$ cat src/rtl/except_flush_ctrl_pkg.sv
// Shared types for the exception/fence sequencing controller: cause codes,
// TLB flush types, control-unit operation tags and cause classification.
package except_flush_ctrl_pkg;

    localparam int unsigned EXCEPT_CODE_LEN = 4;

    // Synchronous exception causes (RISC-V mcause encoding, low 4 bits)
    typedef enum logic [EXCEPT_CODE_LEN-1:0] {
        E_I_ADDR_MISALIGNED   = 4'd0,
        E_I_ACCESS_FAULT      = 4'd1,
        E_ILLEGAL_INSTRUCTION = 4'd2,
        E_BREAKPOINT          = 4'd3,
        E_LD_ADDR_MISALIGNED  = 4'd4,
        E_LD_ACCESS_FAULT     = 4'd5,
        E_ST_ADDR_MISALIGNED  = 4'd6,
        E_ST_ACCESS_FAULT     = 4'd7,
        E_ENV_CALL_UMODE      = 4'd8,
        E_ENV_CALL_SMODE      = 4'd9,
        E_ENV_CALL_MMODE      = 4'd11,
        E_INSTR_PAGE_FAULT    = 4'd12,
        E_LD_PAGE_FAULT       = 4'd13,
        E_ST_PAGE_FAULT       = 4'd15
    } except_code_t;

    // TLB flush request kind
    typedef enum logic [1:0] {
        NoFlush   = 2'd0,
        FlushAll  = 2'd1,
        FlushASID = 2'd2
    } tlb_flush_t;

    // Operation currently being sequenced by the controller
    typedef enum logic [1:0] {
        OP_EXC    = 2'd0,
        OP_FENCEI = 2'd1,
        OP_SFENCE = 2'd2
    } cu_op_t;

    // Cause class: decides which MSHRs to clear and whether to sync L1D
    typedef enum logic [2:0] {
        EXC_I     = 3'd0,
        EXC_LS    = 3'd1,
        EXC_ILL   = 3'd2,
        EXC_ECALL = 3'd3,
        EXC_OTHER = 3'd4
    } exc_class_t;

    // Map a cause code onto its sequencing class. U-mode ecall needs no sync.
    function automatic exc_class_t classify(input except_code_t code);
        exc_class_t cls;
        case (code)
            E_INSTR_PAGE_FAULT,
            E_I_ADDR_MISALIGNED,
            E_I_ACCESS_FAULT:      cls = EXC_I;
            E_LD_PAGE_FAULT,
            E_LD_ADDR_MISALIGNED,
            E_LD_ACCESS_FAULT,
            E_ST_PAGE_FAULT,
            E_ST_ADDR_MISALIGNED,
            E_ST_ACCESS_FAULT:     cls = EXC_LS;
            E_ILLEGAL_INSTRUCTION: cls = EXC_ILL;
            E_ENV_CALL_SMODE,
            E_ENV_CALL_MMODE:      cls = EXC_ECALL;
            default:               cls = EXC_OTHER;
        endcase
        return cls;
    endfunction

endpackage

$ cat src/rtl/except_flush_ctrl_prio_arb.sv
// Fixed-priority exception arbiter: the lowest-index valid source wins and
// its index, cause code and PC are forwarded.
module exc_prio_arbiter
    import except_flush_ctrl_pkg::*;
#(
    parameter int unsigned N_SRC = 4,
    parameter int unsigned XLEN  = 64,
    localparam int unsigned IDX_W = (N_SRC > 1) ? $clog2(N_SRC) : 1
) (
    input  logic                           [N_SRC-1:0] valid_i,
    input  except_code_t                   [N_SRC-1:0] code_i,
    input  logic         [N_SRC-1:0][XLEN-1:0]         pc_i,
    output logic                                       valid_o,
    output logic                           [IDX_W-1:0] idx_o,
    output except_code_t                               code_o,
    output logic                            [XLEN-1:0] pc_o
);

    // Scan from the highest index down so the lowest valid index is the last write
    always_comb begin
        // NOTE: every output gets a default before the loop; a path that leaves one unassigned would infer a latch.
        valid_o = 1'b0;
        idx_o   = '0;
        code_o  = E_I_ADDR_MISALIGNED;
        pc_o    = '0;
        for (int i = N_SRC - 1; i >= 0; i--) begin
            if (valid_i[i]) begin
                valid_o = 1'b1;
                idx_o   = IDX_W'(i);
                code_o  = code_i[i];
                pc_o    = pc_i[i];
            end
        end
    end

endmodule

$ cat src/rtl/except_flush_ctrl.sv
// Exception and fence sequencing controller. Arbitrates exception sources and
// FENCE.I / SFENCE.VMA requests, then walks stall, drain, flush, MSHR clear,
// TLB flush and L1D->L2 sync handshakes before reporting a trap.
module except_flush_ctrl
    import except_flush_ctrl_pkg::*;
#(
    parameter int unsigned N_SRC       = 4,
    parameter int unsigned XLEN        = 64,
    parameter int unsigned ASID_LEN    = 16,
    parameter int unsigned TIMEOUT_CYC = 255
) (
    input  logic                                   clk_i,
    input  logic                                   rst_n_i,
    input  logic                       [N_SRC-1:0] exc_valid_i,
    input  except_code_t               [N_SRC-1:0] exc_code_i,
    input  logic         [N_SRC-1:0][XLEN-1:0]     exc_pc_i,
    input  logic                                   fence_i_req_i,
    input  logic                                   sfence_req_i,
    input  logic                    [ASID_LEN-1:0] sfence_asid_i,
    input  logic                                   sfence_all_i,
    input  logic                                   commit_empty_i,
    input  logic                                   tlb_flush_ack_i,
    input  logic                                   l2c_update_done_i,
    output logic                                   busy_o,
    output logic                                   stall_o,
    output logic                                   flush_o,
    output logic                                   imshr_clr_o,
    output logic                                   dmshr_clr_o,
    output logic                                   tlb_flush_req_o,
    output tlb_flush_t                             tlb_flush_type_o,
    output logic                    [ASID_LEN-1:0] tlb_flush_asid_o,
    output logic                                   l1dc_sync_req_o,
    output logic                                   trap_valid_o,
    output except_code_t                           trap_code_o,
    output logic                        [XLEN-1:0] trap_pc_o,
    output logic                                   timeout_o
);

    localparam int unsigned IDX_W = (N_SRC > 1) ? $clog2(N_SRC) : 1;
    localparam int unsigned CNT_W = (TIMEOUT_CYC < 2) ? 1 : $clog2(TIMEOUT_CYC);
    localparam bit          TMO_EN = (TIMEOUT_CYC != 0);
    // Counter value during the last permitted waiting cycle
    localparam logic [CNT_W-1:0] CNT_LAST = CNT_W'((TIMEOUT_CYC > 0) ? TIMEOUT_CYC - 1 : 0);

    typedef enum logic [2:0] {
        S_IDLE  = 3'd0,
        S_DRAIN = 3'd1,
        S_FLUSH = 3'd2,
        S_TLB   = 3'd3,
        S_SYNC  = 3'd4,
        S_TRAP  = 3'd5
    } state_t;

    state_t                state_q;
    cu_op_t                op_q;
    exc_class_t            cls_q;
    except_code_t          code_q;
    logic     [XLEN-1:0]   pc_q;
    logic     [ASID_LEN-1:0] asid_q;
    logic                  all_q;
    logic     [CNT_W-1:0]  wait_cnt_q;
    logic                  timeout_q;

    logic                  win_valid;
    logic     [IDX_W-1:0]  win_idx;
    except_code_t          win_code;
    logic     [XLEN-1:0]   win_pc;
    logic                  timeout_hit;

    exc_prio_arbiter #(
        .N_SRC (N_SRC),
        .XLEN  (XLEN)
    ) u_prio_arb (
        .valid_i (exc_valid_i),
        .code_i  (exc_code_i),
        .pc_i    (exc_pc_i),
        .valid_o (win_valid),
        .idx_o   (win_idx),
        .code_o  (win_code),
        .pc_o    (win_pc)
    );

    assign timeout_hit = TMO_EN && (wait_cnt_q == CNT_LAST);

    // Sequencer: request arbitration, handshake waits and latched trap context
    always_ff @(posedge clk_i or negedge rst_n_i) begin
        if (!rst_n_i) begin
            state_q    <= S_IDLE;
            op_q       <= OP_EXC;
            cls_q      <= EXC_OTHER;
            code_q     <= E_I_ADDR_MISALIGNED;
            pc_q       <= '0;
            asid_q     <= '0;
            all_q      <= 1'b0;
            wait_cnt_q <= '0;
            timeout_q  <= 1'b0;
        end else begin
            // NOTE: state registers use non-blocking assignments so every flop samples pre-edge values.
            timeout_q <= 1'b0;
            case (state_q)
                S_IDLE: begin
                    if (win_valid) begin
                        op_q    <= OP_EXC;
                        code_q  <= win_code;
                        pc_q    <= win_pc;
                        cls_q   <= classify(win_code);
                        state_q <= S_FLUSH;
                    end else if (sfence_req_i) begin
                        op_q    <= OP_SFENCE;
                        asid_q  <= sfence_asid_i;
                        all_q   <= sfence_all_i;
                        state_q <= S_DRAIN;
                    end else if (fence_i_req_i) begin
                        op_q    <= OP_FENCEI;
                        state_q <= S_DRAIN;
                    end
                end
                S_DRAIN: begin
                    if (commit_empty_i) state_q <= S_FLUSH;
                end
                S_FLUSH: begin
                    wait_cnt_q <= '0;
                    case (op_q)
                        OP_SFENCE: state_q <= S_TLB;
                        OP_FENCEI: state_q <= S_SYNC;
                        default:   state_q <= (cls_q == EXC_ECALL) ? S_SYNC : S_TRAP;
                    endcase
                end
                S_TLB: begin
                    if (tlb_flush_ack_i) begin
                        state_q <= S_IDLE;
                    end else if (timeout_hit) begin
                        timeout_q <= 1'b1;
                        state_q   <= S_IDLE;
                    end else begin
                        wait_cnt_q <= wait_cnt_q + CNT_W'(1);
                    end
                end
                S_SYNC: begin
                    if (l2c_update_done_i || timeout_hit) begin
                        timeout_q <= !l2c_update_done_i;
                        state_q   <= (op_q == OP_EXC) ? S_TRAP : S_IDLE;
                    end else begin
                        wait_cnt_q <= wait_cnt_q + CNT_W'(1);
                    end
                end
                S_TRAP:  state_q <= S_IDLE;
                default: state_q <= S_IDLE;
            endcase
        end
    end

    // Design-intent check: the arbiter winner must be an asserted source
    always_ff @(posedge clk_i) begin
        if (rst_n_i && win_valid) begin
            assert (exc_valid_i[win_idx]);
        end
    end

    // Outputs are pure decodes of registered state
    assign busy_o           = (state_q != S_IDLE);
    assign stall_o          = busy_o;
    assign flush_o          = (state_q == S_FLUSH);
    assign imshr_clr_o      = flush_o && ((op_q == OP_SFENCE) || ((op_q == OP_EXC) && (cls_q == EXC_I)));
    assign dmshr_clr_o      = flush_o && ((op_q == OP_SFENCE) || ((op_q == OP_EXC) && (cls_q == EXC_LS)));
    assign tlb_flush_req_o  = (state_q == S_TLB);
    assign tlb_flush_type_o = !tlb_flush_req_o ? NoFlush : (all_q ? FlushAll : FlushASID);
    assign tlb_flush_asid_o = asid_q;
    assign l1dc_sync_req_o  = (state_q == S_SYNC);
    assign trap_valid_o     = (state_q == S_TRAP);
    assign trap_code_o      = code_q;
    assign trap_pc_o        = pc_q;
    assign timeout_o        = timeout_q;

endmodule

$ cat config.mk
export PLATFORM = sky130hd
export DESIGN_NAME = except_flush_ctrl
export DESIGN_NICKNAME = d
export VERILOG_FILES = /design/src/rtl/except_flush_ctrl_pkg.sv /design/src/rtl/except_flush_ctrl_prio_arb.sv /design/src/rtl/except_flush_ctrl.sv
export SDC_FILE = /design/constraint.sdc
export NUM_CORES = 1
export LEC_CHECK = 0
export BUFFER_PORTS_ARGS = -buffer_cell sky130_fd_sc_hd__buf_4
export CORE_AREA = 4 4 151 153
export DETAILED_ROUTE_END_ITERATION = 8
export DIE_AREA = 0 0 155 157
export PLACE_DENSITY = 0.64
export SLEW_MARGIN = 20
export SYNTH_ARGS = -nofsm -noshare
export SYNTH_HDL_FRONTEND = slang
export SYNTH_SLANG_ARGS = --single-unit
$ cat constraint.sdc
create_clock -name clk_i -period 3.6 [get_ports clk_i]
set_clock_uncertainty 0.05 [all_clocks]
set_input_delay 0.36 -clock clk_i [delete_from_list [all_inputs] [get_ports clk_i]]
set_output_delay 0.36 -clock clk_i [all_outputs]
set_load 0.02 [all_outputs]
# ---- Word level (Yosys, flattened, before mapping)
# Memories as Yosys holds them, arrays and structs flattened. A register that Yosys moved wholly into a read port is not among the register bits.
# Cells that the tools add are included.
dict set report classes {
  muxes 36
  n_bitwise 1
  n_reduce_logical 20
  addsub 1
  n_eq_ne 17
}
# operator n
set op_table {}
lappend op_table {{$mux W64} 4}
lappend op_table {{$mux W3} 8}
lappend op_table {{$mux W8} 3}
lappend op_table {{$pmux W8 S3} 1}
lappend op_table {{$mux W4} 4}
lappend op_table {{$pmux W3 S5} 1}
lappend op_table {{$mux W2} 5}
lappend op_table {{$eq A3 B2 Y1 const B} 3}
lappend op_table {{$reduce_bool A3 Y1} 3}
lappend op_table {{$add A8 B1 Y8 const B} 1}
lappend op_table {{$eq A8 B8 Y1 const B} 1}
lappend op_table {{$mux W1} 8}
lappend op_table {{$ne A2 B2 Y1 const B} 4}
lappend op_table {{$reduce_and A4 Y1} 2}
lappend op_table {{$eq A3 B1 Y1 const B} 2}
lappend op_table {{$eq A3 B3 Y1 const B} 2}
lappend op_table {{$logic_not A3 Y1} 2}
lappend op_table {{$pmux W3 S2} 1}
lappend op_table {{$logic_and A1 B1 Y1} 4}
lappend op_table {{$ne A4 B3 Y1 const B} 1}
lappend op_table {{$reduce_and A2 Y1} 2}
lappend op_table {{$logic_or A1 B1 Y1} 3}
lappend op_table {{$ne A3 B2 Y1 const B} 1}
lappend op_table {{$reduce_and A3 Y1} 1}
lappend op_table {{7 further kinds} 8}
dict set report totals {
  rom_bits 48
  memories 1
  register_bits 99
}
# memory words width rd rd_clocked_by_memory_dff write_ports line_no
set mem_list {}
lappend mem_list {{(no name shown)} 16 3 1 1 0 except_flush_ctrl_pkg.sv:51} ;# case (code)

# ---- Depth between registers and ports, before layout
# Gate-level depths: netlist (run 1).
dict set report logic_depth {
  depth_word 6
  mapped_depth 8
  depth_no_buf 7
}

# ---- By module
# A second synthesis (run 1) with hierarchy kept.
dict set report unflattened {
  cells_unflattened 706
  hier_area_um2 6092.1
}
# mod cells_per_inst seq_area_each_um2 n_inst area_each_um2
set modules_own_cells {}
lappend modules_own_cells {except_flush_ctrl 454 2553.7 1 4354.2}
lappend modules_own_cells {exc_prio_arbiter 252 0.0 1 1737.9}

# ---- Worst setup path before layout (run 1)
# Ideal clock, no wire load.
dict set report synth_path {
  kind {in2reg}
  startpoint {input port exc_valid_i[2]}
  endpoint {register state_q[0]}
  path_slack_ps 1650
  arrival_ps 1772
  required_time_ps 3422
  stages 6
  setup_time_ps 128
  path_cell_list {buf_6 > or4_4 > nor4_2 > a21oi_1 > o31ai_4 > mux2_1}
}
dict set report synth_between {
  elab_chain_cells 5
  elab_cells_between_ends 7
  cone_classes {1 x eq/ne; 5 x mux; 1 x reduce/logical}
}
# item line_no
set synth_rtl {}
lappend synth_rtl {{from (decl)} except_flush_ctrl.sv:14} ;# input logic [N_SRC-1:0] exc_valid_i,
lappend synth_rtl {{$mux W1 * (3 in a row)} except_flush_ctrl_prio_arb.sv:27} ;# if (valid_i[i]) begin
lappend synth_rtl {{$ne A4 B3 Y1 (no line) / $mux W3 (equally long branches)} --}
lappend synth_rtl {{$reduce_and A4 Y1 (no line) / $pmux W3 S5 (equally long branches)} --}
lappend synth_rtl {{to (signal assigned)} except_flush_ctrl.sv:126} ;# default: state_q <= (cls_q == EXC_ECALL) ? S_SYNC : S_TRAP;
lappend synth_rtl {{to (signal assigned)} except_flush_ctrl.sv:142} ;# state_q <= (op_q == OP_EXC) ? S_TRAP : S_IDLE;
lappend synth_rtl {{to (decl)} except_flush_ctrl.sv:54} ;# state_t state_q;
# Mark *: on every way between the ends. The rest lies on a longest branch, timed or not.
# A chain may end at the register's enable or synchronous reset.

# ---- Worst setup path after layout (run 1)
dict set report layout_path {
  startpoint {register state_q[1]}
  endpoint {output port imshr_clr_o}
}
dict set report layout_between {
  elab_chain_cells 2
}
# item line_no
set layout_rtl {}
lappend layout_rtl {{$eq A3 B2 Y1} except_flush_ctrl.sv:163} ;# assign flush_o = (state_q == S_FLUSH);
lappend layout_rtl {{$logic_and A1 B1 Y1} except_flush_ctrl.sv:164} ;# assign imshr_clr_o = flush_o && ((op_q == OP_SFENCE) || ((op_q == OP_EXC) && (cls_q == EXC_I)));
lappend layout_rtl {{to (decl)} except_flush_ctrl.sv:27} ;# output logic imshr_clr_o,
# No other way between the ends.

==> run_results.csv, run 1 <==
group,metric,value,unit
clock_tree,cts_buffers,9,
global_route,overflow,0,
setup_path,cp.required,3.19,ns
synthesis,yosys_warnings,0,
setup_path,crit_buf_inv,1,
synthesis,async_flop_share,1.00,
routing,drt_first_pass_iters,5,
clock_tree,tritoncts,"built",
clock_tree,cts_root_buf,"clkbuf_16",
synthesis,syn_nets,1004,
setup_path,end_kind,"output port",
global_route,grt_start_max_net_pins,87,
routing,drt_iter0_markers,340,
synthesis,synth_enable_flop_cells,0,
setup_path,start_kind,"register",
routing,wl_per_cell,17.6,um
sta,hold_violations,0,
setup_path,cp_data_arrival_time,2.01,ns
setup_path,critical_path_class,"reg -> out",
clock_tree,cts-htree-levels,3,
floorplanning,design.core.area,0.0216,mm^2
clock_tree,cts_setup_buffers,0,
pwr,cellLeakagePower,4.47,nW
sta,fin_hold_ws,0.190,ns
synthesis,synth.most_common_cell,"dfrtp_1",
setup_path,crit_chain,"nand2b_1 -> nor2_1 -> o21a_1 -> buf_4",
run_status,status,"finished clean",
sta,worst_pin_slew,0.822,ns
place,hpwl,18800,um
setup_path,reg2reg_depth,5,
setup_path,crit_family,"simple AND/OR/NAND/NOR gates",
setup_path,reg2reg_to,"wait_cnt_q[7]",
floorplanning,fp.dieH,157,um
pwr,pwr_density_cell,627,mW/mm^2
min_path,hold_depth,2,
place,placed_cells,1319,
global_route,grt_pass1_vias,6305,
sta,relSlewSlack,0.452,
synthesis,synth.cell_area,0.00604,mm^2
global_route,antenna_found_initial,0,
setup_path,critPathMaxFanout,13,
layout,nFillCells,2172,
clock_tree,cts_sinks,102,
setup_path,r2r_slack,1.49,ns
routing,wl,23500,um
layout,num_antenna_cells,0,
sta,slew_violations,0,
routing,ant_nets,0,
place,numPortBuffers,394,
sta,setup_viol,0,
layout,drive_gt1_frac,0.425,
synthesis,ys.flop_type,"dfrtp_1",
layout,ff_latch_area,0.00255,mm^2
floorplanning,num_rows,54,
floorplanning,start_util,0.280,
clock_tree,insertion_delay,0.35,ns
setup_path,timing.rr.start,"state_q[0]",
layout,multi_input_area,0.00320,mm^2
layout,area_growth,56.7,%
synthesis,ys_top_cells_by_area,"dfrtp_1 42%, a221oi_1 9.4%, nor2b_1 6.6%",
sta,rsz0062_at_grt,"no",
synthesis,synth_seq_cells,102,
clock_tree,clkTransAtPathRegs,0.07,ns
layout,final_cells,1336,
run,drv_cap,0,
floorplanning,ios,395,
setup_path,cp_slowest_stage_delay,0.64,ns
global_route,grt_pass1_wl,34900,um
sta,fmax,412,MHz
floorplanning,die-area,0.0243,mm^2
routing,vias,6556,
setup_path,cpMaxStageDelayCell,"dfrtp_1",
routing,post_drt_via_cell_ratio,4.91,
synthesis,yosys.area.top_type,"dfrtp_1",
synthesis,avgSynthCellArea,8.64,um^2
sta,fin_crit_sh,0.673,
synthesis,syn_inst,699,
min_path,min_from,"sfence_asid_i[9]",
synthesis,ys_types,54,
sta,period_minus_slack,2.42,ns
clock_tree,cts-resized-gates,0,
min_path,min_path_type,"in -> reg",
min_path,holdPathEnd,"tlb_flush_asid_o[9]",
synthesis,ys_seq_area_frac,0.423,
floorplanning,die_w,155,um
sta,tns,0,ns
layout,final_util,0.439,
clock_tree,cts_buffer_depth,2,
global_route,grt_use_total,0.182,
routing,route.detailed.drc,0,
layout,finish.net_count,1356,
synthesis,yosys-top-cells-count,"101 x dfrtp_1, 83 x nand2_1, 67 x a21oi_1, 67 x o21ai_0, 66 x nor3_1",
place,finalWeightedCongestion,0.876,
synthesis,synth_top_area_share,0.418,
pwr,ir_worst_vdd,251,uV
[logic make-up after synthesis]
| family | synth area share |
|---|---|
| AND/OR/NAND/NOR | 0.230 |
| multiplexers | 0.0389 |
| AO/OA/AOI/OAI | 0.240 |
| buffers and inverters | 0.0499 |
| flip-flops | 0.423 |
| adder cells (fa/ha/maj) | 0.0104 |
| XOR/XNOR | 0.00870 |
[cells in the final DEF, fill, tap and decap left out, types with 2 or more instances in the layout]
master	synthesis	layout
a31oi_1	4	4
nand3b_1	3	3
nor2_1	20	20
ha_1	5	5
nor3_2	2	2
inv_1	9	9
buf_4	1	402
o221ai_1	2	2
clkbuf_16	0	9
o21a_1	2	2
o21ai_0	67	67
inv_6	0	2
a21oi_1	67	67
xnor2_1	6	6
nand3_1	5	5
dfrtp_1	101	101
clkinv_2	0	2
mux2_2	16	16
nor2b_1	64	63
a221o_1	3	3
a221oi_1	65	65
nand2b_1	5	5
mux2_1	4	4
nor3_1	66	66
o21ai_1	8	8
nand2_1	83	83
nor4_1	3	3
[worst max path at each step]
stage                         startpoint                  end  slack, ns  cells past startpoint
after floorplan           exc_valid_i[2]           state_q[0]       1.65                      6
after global placement    exc_valid_i[2]             cls_q[2]       1.24                      7
after detailed placement  exc_valid_i[1]  tlb_flush_asid_o[9]       1.20                      5
after CTS                     state_q[1]          imshr_clr_o       1.17                      4
after global routing          state_q[1]          imshr_clr_o       1.04                      4
final                         state_q[1]          imshr_clr_o       1.18                      4
[repair_timing]
action                                 CTS  global route
hold buffers                             1             0
setup endpoints to repair                0             0
endpoints found under the hold margin   33             0
[layer usage]
layer,share of wire,GRT usage,vias to the layer above
met4,0.024,0.0568,0
met1,0.39,0.222,3014
met2,0.51,0.315,257
met5,0,0,-
met3,0.076,0.0462,27
li1,-,-,3258
[cell type report]
| type | count | area share |
|---|---|---|
| Multi-Input combinational cell | 525 | 0.338 |
| Timing Repair Buffer | 404 | 0.322 |
| Inverter | 9 | 0.00357 |
| Clock buffer | 10 | 0.0252 |
| Clock inverter | 6 | 0.00463 |
| Sequential cell | 102 | 0.270 |
| Tap cell | 280 | 0.0370 |
[report_power, final]
group / switching [mW] / internal [mW] / leakage, nW
logic: 1.72 / 1.28 / 3.03
clock network: 0.437 / 0.492 / 0.139
registers: 0.338 / 1.66 / 1.29
[flip-flops by register name, indices dropped and copies added, names as in the netlist]
register          cells
tlb_flush_asid_o     16
op_q                  2
trap_pc_o            64
timeout_o             1
wait_cnt_q            8
cls_q                 3
all_q                 1
state_q               3
trap_code_o           4
[per-stage QoR]
stage,setup slack [ns],total power [mW],cell area [um^2]
finish,1.18,5.93,9470
floorplan,1.65,3.62,6040
CTS,1.17,6.04,9470
global route,1.04,6.37,9470
detailed placement,1.20,5.08,9180
global placement,1.24,5.02,9180
(Power assumes the default switching activity.)
==> run 2: changes to the inputs <==
--- a/config.mk
+++ b/config.mk
@@ -5,11 +5,12 @@
 export SDC_FILE = /design/constraint.sdc
 export NUM_CORES = 1
 export LEC_CHECK = 0
+export ABC_AREA = 1
 export BUFFER_PORTS_ARGS = -buffer_cell sky130_fd_sc_hd__buf_4
-export CORE_AREA = 4 4 151 153
+export CORE_AREA = 4 4 153 155
 export DETAILED_ROUTE_END_ITERATION = 8
-export DIE_AREA = 0 0 155 157
-export PLACE_DENSITY = 0.64
+export DIE_AREA = 0 0 157 159
+export PLACE_DENSITY = 0.66
 export SLEW_MARGIN = 20
 export SYNTH_ARGS = -nofsm -noshare
 export SYNTH_HDL_FRONTEND = slang
==> constraint.sdc (replaced) <==
create_clock -name clk_i -period 2 [get_ports clk_i]
set_clock_uncertainty 0.05 [all_clocks]
set_input_delay 0.2 -clock clk_i [delete_from_list [all_inputs] [get_ports clk_i]]
set_output_delay 0.2 -clock clk_i [all_outputs]
set_load 0.02 [all_outputs]
==> run 2 against run 1 <==
Compared with the run above:
- sequential share of layout area is 0.69 points lower
- total power is 98% higher
- clock-buffer cell count is 1 lower
- largest power group unchanged
==> run_results.csv, run 2 <==
group,metric,value,unit
synthesis,async_flop_share,1.00,
floorplanning,die-area,0.0250,mm^2
layout,drive_gt1_frac,0.380,
setup_path,end_kind,"output port",
layout,largest_reg_flops,64,
synthesis,synth_seq_cells,102,
place,numPortBuffers,394,
synthesis,ys_seq_area_frac,0.407,
pwr,cellLeakagePower,4.76,nW
clock_tree,cts_buffers,9,
setup_path,timing.rr.start,"state_q[1]",
pwr,switching_share,0.448,
setup_path,critPathMaxFanout,5,
min_path,min_path_type,"in -> reg",
setup_path,reg2reg_depth,8,
global_route,grt_pass1_wl,38900,um
global_route,grt_start_max_net_pins,103,
min_path,hold_depth,3,
synthesis,synth.most_common_cell,"nand2_1",
routing,post_drt_via_cell_ratio,4.87,
sta,hold_violations,0,
floorplanning,die_w,157,um
floorplanning,fp.dieH,159,um
synthesis,synth.cell_area,0.00628,mm^2
place,finalWeightedCongestion,0.870,
sta,rsz0062_at_grt,"no",
clock_tree,tritoncts,"built",
routing,wl,25700,um
layout,num_antenna_cells,0,
pwr,power_switching,5.27,mW
setup_path,r2r_slack,0.22,ns
min_path,min_from,"sfence_asid_i[2]",
global_route,met3_usage,0.0457,
synthesis,yosys.area.top_type,"dfrtp_1",
synthesis,yosys_warnings,0,
global_route,busiest_layer,"met2",
clock_tree,cts_sinks,102,
routing,route.detailed.drc,0,
global_route,gr-usage-met2,0.347,
setup_path,cp.required,1.75,ns
synthesis,ys_types,34,
place,placed_area,0.00942,mm^2
setup_path,start_kind,"register",
synthesis,synth_top_area_share,0.402,
pwr,power_frac_comb,0.547,
routing,drt_iter0_markers,369,
global_route,grt_pass1_vias,7200,
sta,relSlewSlack,0.610,
clock_tree,cts_buffer_depth,2,
global_route,met1_usage,0.226,
synthesis,avgSynthCellArea,7.29,um^2
clock_tree,clkTransAtPathRegs,0.08,ns
layout,final_util,0.445,
global_route,overflow,0,
sta,period_minus_slack,1.90,ns
routing,wl_per_cell,17.1,um
synthesis,yosys-top-cells-count,"218 x nand2_1, 200 x a21oi_1, 101 x dfrtp_1",
floorplanning,design.core.area,0.0218,mm^2
layout,fin_area,0.00972,mm^2
place,hpwl,19900,um
layout,layout_commonest_cell,"buf_4",
setup_path,critical_path_class,"reg -> out",
sta,setup_viol,0,
pwr,seqPwrFrac,0.307,
sta,worst_pin_slew,0.585,ns
clock_tree,cts_root_buf,"clkbuf_16",
setup_path,reg2reg_to,"all_q",
synthesis,ys_top_cells_by_area,"dfrtp_1 40%, a21oi_1 16%, nand2_1 13%",
synthesis,synth_enable_flop_cells,0,
run,drv_cap,0,
routing,drt_first_pass_iters,5,
setup_path,critPathLaunch,"state_q[1]",
sta,fin_crit_sh,0.952,
setup_path,endpoint,"imshr_clr_o",
pwr,p_clk_frac,0.146,
global_route,grt_use_total,0.195,
pwr,internal-power,6.50,mW
pwr,pwr_density_cell,1210,mW/mm^2
clock_tree,cts_setup_buffers,0,
run_status,status,"finished clean",
synthesis,syn_nets,1166,
layout,finish.net_count,1524,
sta,fmax,525,MHz
layout,area_growth,54.7,%
floorplanning,start_util,0.288,
routing,vias,7324,
sta,slew_violations,0,
sta,tns,0,ns
routing,ant_nets,0,
synthesis,syn_inst,861,
layout,layout_common_cells,"406 x buf_4, 218 x nand2_1, 200 x a21oi_1",
floorplanning,ios,395,
clock_tree,insertion_delay,0.35,ns
floorplanning,num_rows,54,
synthesis,ys.flop_type,"dfrtp_1",
setup_path,cp_data_arrival_time,1.65,ns
clock_tree,cts-htree-levels,3,
pwr,ir_worst_vdd,498,uV
global_route,antenna_found_initial,0,
-- run 2: changes by cell type in the layout (fill, tap and decap cells not counted), sizes merged, moves of 6 or more --
| cell | before | now |
|---|---|---|
| o211ai | 1 | 64 |
| inv | 11 | 36 |
| o21ai | 75 | 11 |
| a221oi | 65 | 0 |
| nand3 | 6 | 42 |
| buf | 403 | 410 |
| nand2 | 84 | 231 |
| nor2b | 64 | 0 |
| nor2 | 20 | 90 |
| xnor2 | 6 | 0 |
| a21oi | 68 | 200 |
| mux2 | 20 | 0 |
| nor3 | 68 | 5 |
-- run 2: through the flow --
| step | setup slack, ns | instances | power [mW] | hold slack [ns] |
|---|---|---|---|---|
| 2_1_floorplan | 0.389 | 861 | 7.34 | -0.146 |
| 3_3_place_gp | 0.347 | 1487 | 10.0 | 0.265 |
| 3_5_place_dp | 0.299 | 1487 | 10.1 | 0.269 |
| 4_1_cts | 0.0328 | 1504 | 11.9 | 0.00557 |
| 5_1_grt | 0.00890 | 1504 | 12.6 | 0.0115 |
| 6_report | 0.0964 | 1504 | 11.8 | 0.0210 |
-- run 2: power groups by stage --
| stage | registers [mW] | logic [mW] | clock network, mW |
|---|---|---|---|
| detailed placement | 3.63 | 6.48 | 0 |
| CTS | 3.61 | 6.49 | 1.78 |
| global route | 3.73 | 7.00 | 1.86 |
| finish | 3.61 | 6.44 | 1.72 |
| floorplan | 4.61 | 2.73 | 0 |
| global placement | 3.61 | 6.39 | 0 |
-- run 2: layout make-up --
| type | instances | area (um^2) |
|---|---|---|
| inverter | 34 | 128 |
| tap | 280 | 350 |
| clock buffer | 9 | 225 |
| sequential | 102 | 2550 |
| clock inverter | 7 | 58.8 |
| fill | 2198 | 12100 |
| timing repair buffer | 411 | 3140 |
| multi-input combinational | 661 | 3260 |
-- run 2: cells by family (layout without fill, tap and decap cells) --
logic type,Yosys count,count (layout),synth area share
AO/OA/AOI/OAI,279,279,0.253
XOR/XNOR,4,4,0.00558
flip-flops,102,102,0.407
AND/OR/NAND/NOR,373,373,0.249
buffers and inverters,98,461,0.0755
adder cells (fa/ha/maj),5,5,0.00996
-- run 2: per-layer routing --
metal / share of wire / wire length, um
met1: 0.39 / 9920
met2: 0.51 / 13200
met3: 0.069 / 1770
met4: 0.030 / 782
met5: 0 / 0
-- run 2: worst min path at each step --
stage	to
6_report	tlb_flush_asid_o[2]
5_1_grt	tlb_flush_asid_o[2]
4_1_cts	tlb_flush_asid_o[2]
3_5_place_dp	wait_cnt_q[3]
3_3_place_gp	wait_cnt_q[4]
2_1_floorplan	all_q
-- run 2: worst max-delay path, cell delays in order, from the launching register on --
cell     delay [ns]
dfrtp_1        0.45
inv_1          0.15
nor3_4         0.24
inv_2          0.10
a21oi_1        0.18
buf_4          0.18
-- run 2: timing repair --
| action | CTS | global route |
|---|---|---|
| resized for setup | 0 | 1 |
| endpoints found under the hold margin | 101 | 0 |
| hold buffers | 1 | 0 |
| endpoints found under the setup margin | 0 | 2 |
==> run 3: changes to the inputs <==
--- a/config.mk
+++ b/config.mk
@@ -6,7 +6,7 @@
 export NUM_CORES = 1
 export LEC_CHECK = 0
 export ABC_AREA = 1
-export BUFFER_PORTS_ARGS = -buffer_cell sky130_fd_sc_hd__buf_4
+export BUFFER_PORTS_ARGS = -buffer_cell sky130_fd_sc_hd__buf_2
 export CORE_AREA = 4 4 153 155
 export DETAILED_ROUTE_END_ITERATION = 8
 export DIE_AREA = 0 0 157 159
==> run 3 against run 2 <==
Compared with the run above:
- sequential share of layout area is 2.8 points higher
- first-iteration DRC count is 25% higher
- final cell count hardly changed
- critical path depth stayed put
- flip-flop and latch count stayed put
- hold slack better by 0.016 ns
- largest cell class unchanged
- highest routed layer unchanged
==> run_results.csv, run 3 (synthesized netlist as in run 2, its figures left out) <==
group,metric,value,unit
routing,drt_first_pass_iters,5,
clock_tree,cts_root_buf,"clkbuf_16",
layout,drive_gt1_frac,0.380,
run,drv_cap,0,
floorplanning,ios,395,
layout,layout_commonest_cell,"buf_2",
layout,finish.net_count,1525,
setup_path,crit_buf_inv,3,
setup_path,cpMaxStageDelayCell,"dfrtp_1",
routing,ant_nets,0,
setup_path,critPathMaxFanout,5,
clock_tree,clkTransAtPathRegs,0.07,ns
floorplanning,design.core.area,0.0218,mm^2
setup_path,r2r_slack,0.24,ns
sta,rsz0062_at_grt,"no",
sta,fmax,539,MHz
setup_path,crit_family,"flip-flops",
global_route,antenna_found_initial,0,
setup_path,cp_slowest_stage_delay,0.45,ns
global_route,grt_start_max_net_pins,69,
setup_path,crit_chain,"inv_1 -> nor3_4 -> inv_2 -> a21oi_1 -> buf_2",
setup_path,start_kind,"register",
clock_tree,cts_sinks,102,
sta,setup_viol,0,
floorplanning,die_w,157,um
setup_path,cp.required,1.75,ns
setup_path,critical_path_class,"reg -> out",
sta,final.setup.worst_slack,0.146,ns
pwr,cellLeakagePower,4.44,nW
global_route,grt_pass1_wl,37700,um
clock_tree,cts-htree-levels,3,
sta,slew_violations,0,
sta,tns,0,ns
floorplanning,fp.dieH,159,um
floorplanning,die-area,0.0250,mm^2
global_route,overflow,0,
routing,drt_iter0_markers,461,
layout,ff_latch_area,0.00255,mm^2
layout,largest_reg_flops,64,
routing,post_drt_via_cell_ratio,4.92,
routing,wl_per_cell,16.5,um
global_route,grt_pass1_vias,7246,
sta,relSlewSlack,0.614,
run_status,status,"finished clean",
routing,wl,24800,um
clock_tree,insertion_delay,0.35,ns
place,numPortBuffers,394,
clock_tree,cts_buffer_depth,2,
pwr,pwr_density_cell,1260,mW/mm^2
clock_tree,cts_buffers,9,
min_path,min_path_type,"in -> reg",
layout,layout_common_cells,"393 x buf_2, 218 x nand2_1, 200 x a21oi_1",
setup_path,end_kind,"output port",
routing,vias,7400,
floorplanning,start_util,0.288,
place,finalWeightedCongestion,0.836,
layout,multi_input_area,0.00326,mm^2
sta,fin_crit_sh,0.927,
sta,worst_pin_slew,0.579,ns
sta,hold_violations,0,
pwr,ir_worst_vdd,484,uV
place,dpl_worst_slack,0.302,ns
floorplanning,num_rows,54,
layout,num_antenna_cells,0,
layout,nFillCells,2343,
global_route,grt_use_total,0.186,
setup_path,cp_data_arrival_time,1.60,ns
clock_tree,tritoncts,"built",
routing,route.detailed.drc,0,
place,hpwl,19200,um
sta,period_minus_slack,1.85,ns
layout,area_growth,39.8,%
-- run 3: routing by layer --
metal	up-vias	GRT usage	share of wire
met1	3428	0.212	0.38
li1	3624	-	-
met5	-	0	0
met4	0	0.0619	0.027
met2	309	0.339	0.52
met3	39	0.0432	0.072
-- run 3: cell type report --
cell class / instances / share of cell area
Inverter: 34 / 0.0145
Multi-Input combinational cell: 661 / 0.372
Clock buffer: 9 / 0.0257
Tap cell: 280 / 0.0399
Timing Repair Buffer: 412 / 0.251
Sequential cell: 102 / 0.291
Clock inverter: 7 / 0.00656
-- run 3: power by group --
part | internal (mW) | switching (mW)
clock network | 0.861 | 0.843
logic | 1.95 | 3.82
registers | 3.02 | 0.530
total | 5.84 | 5.19
-- run 3: metrics by stage --
stage	util	power, mW	area, um^2	hold WS (ns)	std cells
global route	0.402	11.8	8780	0.0273	1505
CTS	0.402	11.1	8770	0.0189	1505
floorplan	-	7.34	6280	-0.146	861
finish	0.402	11.0	8780	0.0371	1505
global placement	0.388	9.22	8480	0.0712	1488
detailed placement	0.388	9.39	8480	0.0789	1488
-- run 3: repair_timing --
| item | CTS | global route |
|---|---|---|
| endpoints found under the hold margin | 21 | 0 |
| hold buffers | 1 | 0 |
| gates resized for setup | 0 | 1 |
| buffers inserted | 0 | 0 |
| setup endpoints to repair | 0 | 2 |
-- run 3: final timing paths --
path / startpoint / end / cells past startpoint
max in group asynchronous: rst_n_i / trap_pc_o[46] / 3
min in group asynchronous: rst_n_i / tlb_flush_asid_o[2] / 2
setup reg to reg: state_q[1] / trap_pc_o[14] / 7
hold / removal: sfence_asid_i[2] / tlb_flush_asid_o[2] / 3
setup / recovery: state_q[1] / imshr_clr_o / 5
hold reg to reg: tlb_flush_asid_o[6] / tlb_flush_asid_o[6] / 2
-- run 3: worst reg2reg max path, cell delays in order (launching register included) --
cell     delay (ns)
dfrtp_1        0.45
inv_1          0.18
nand3_2        0.18
nor2_4         0.21
inv_2          0.07
buf_4          0.23
a21oi_1        0.20
a21oi_1        0.09
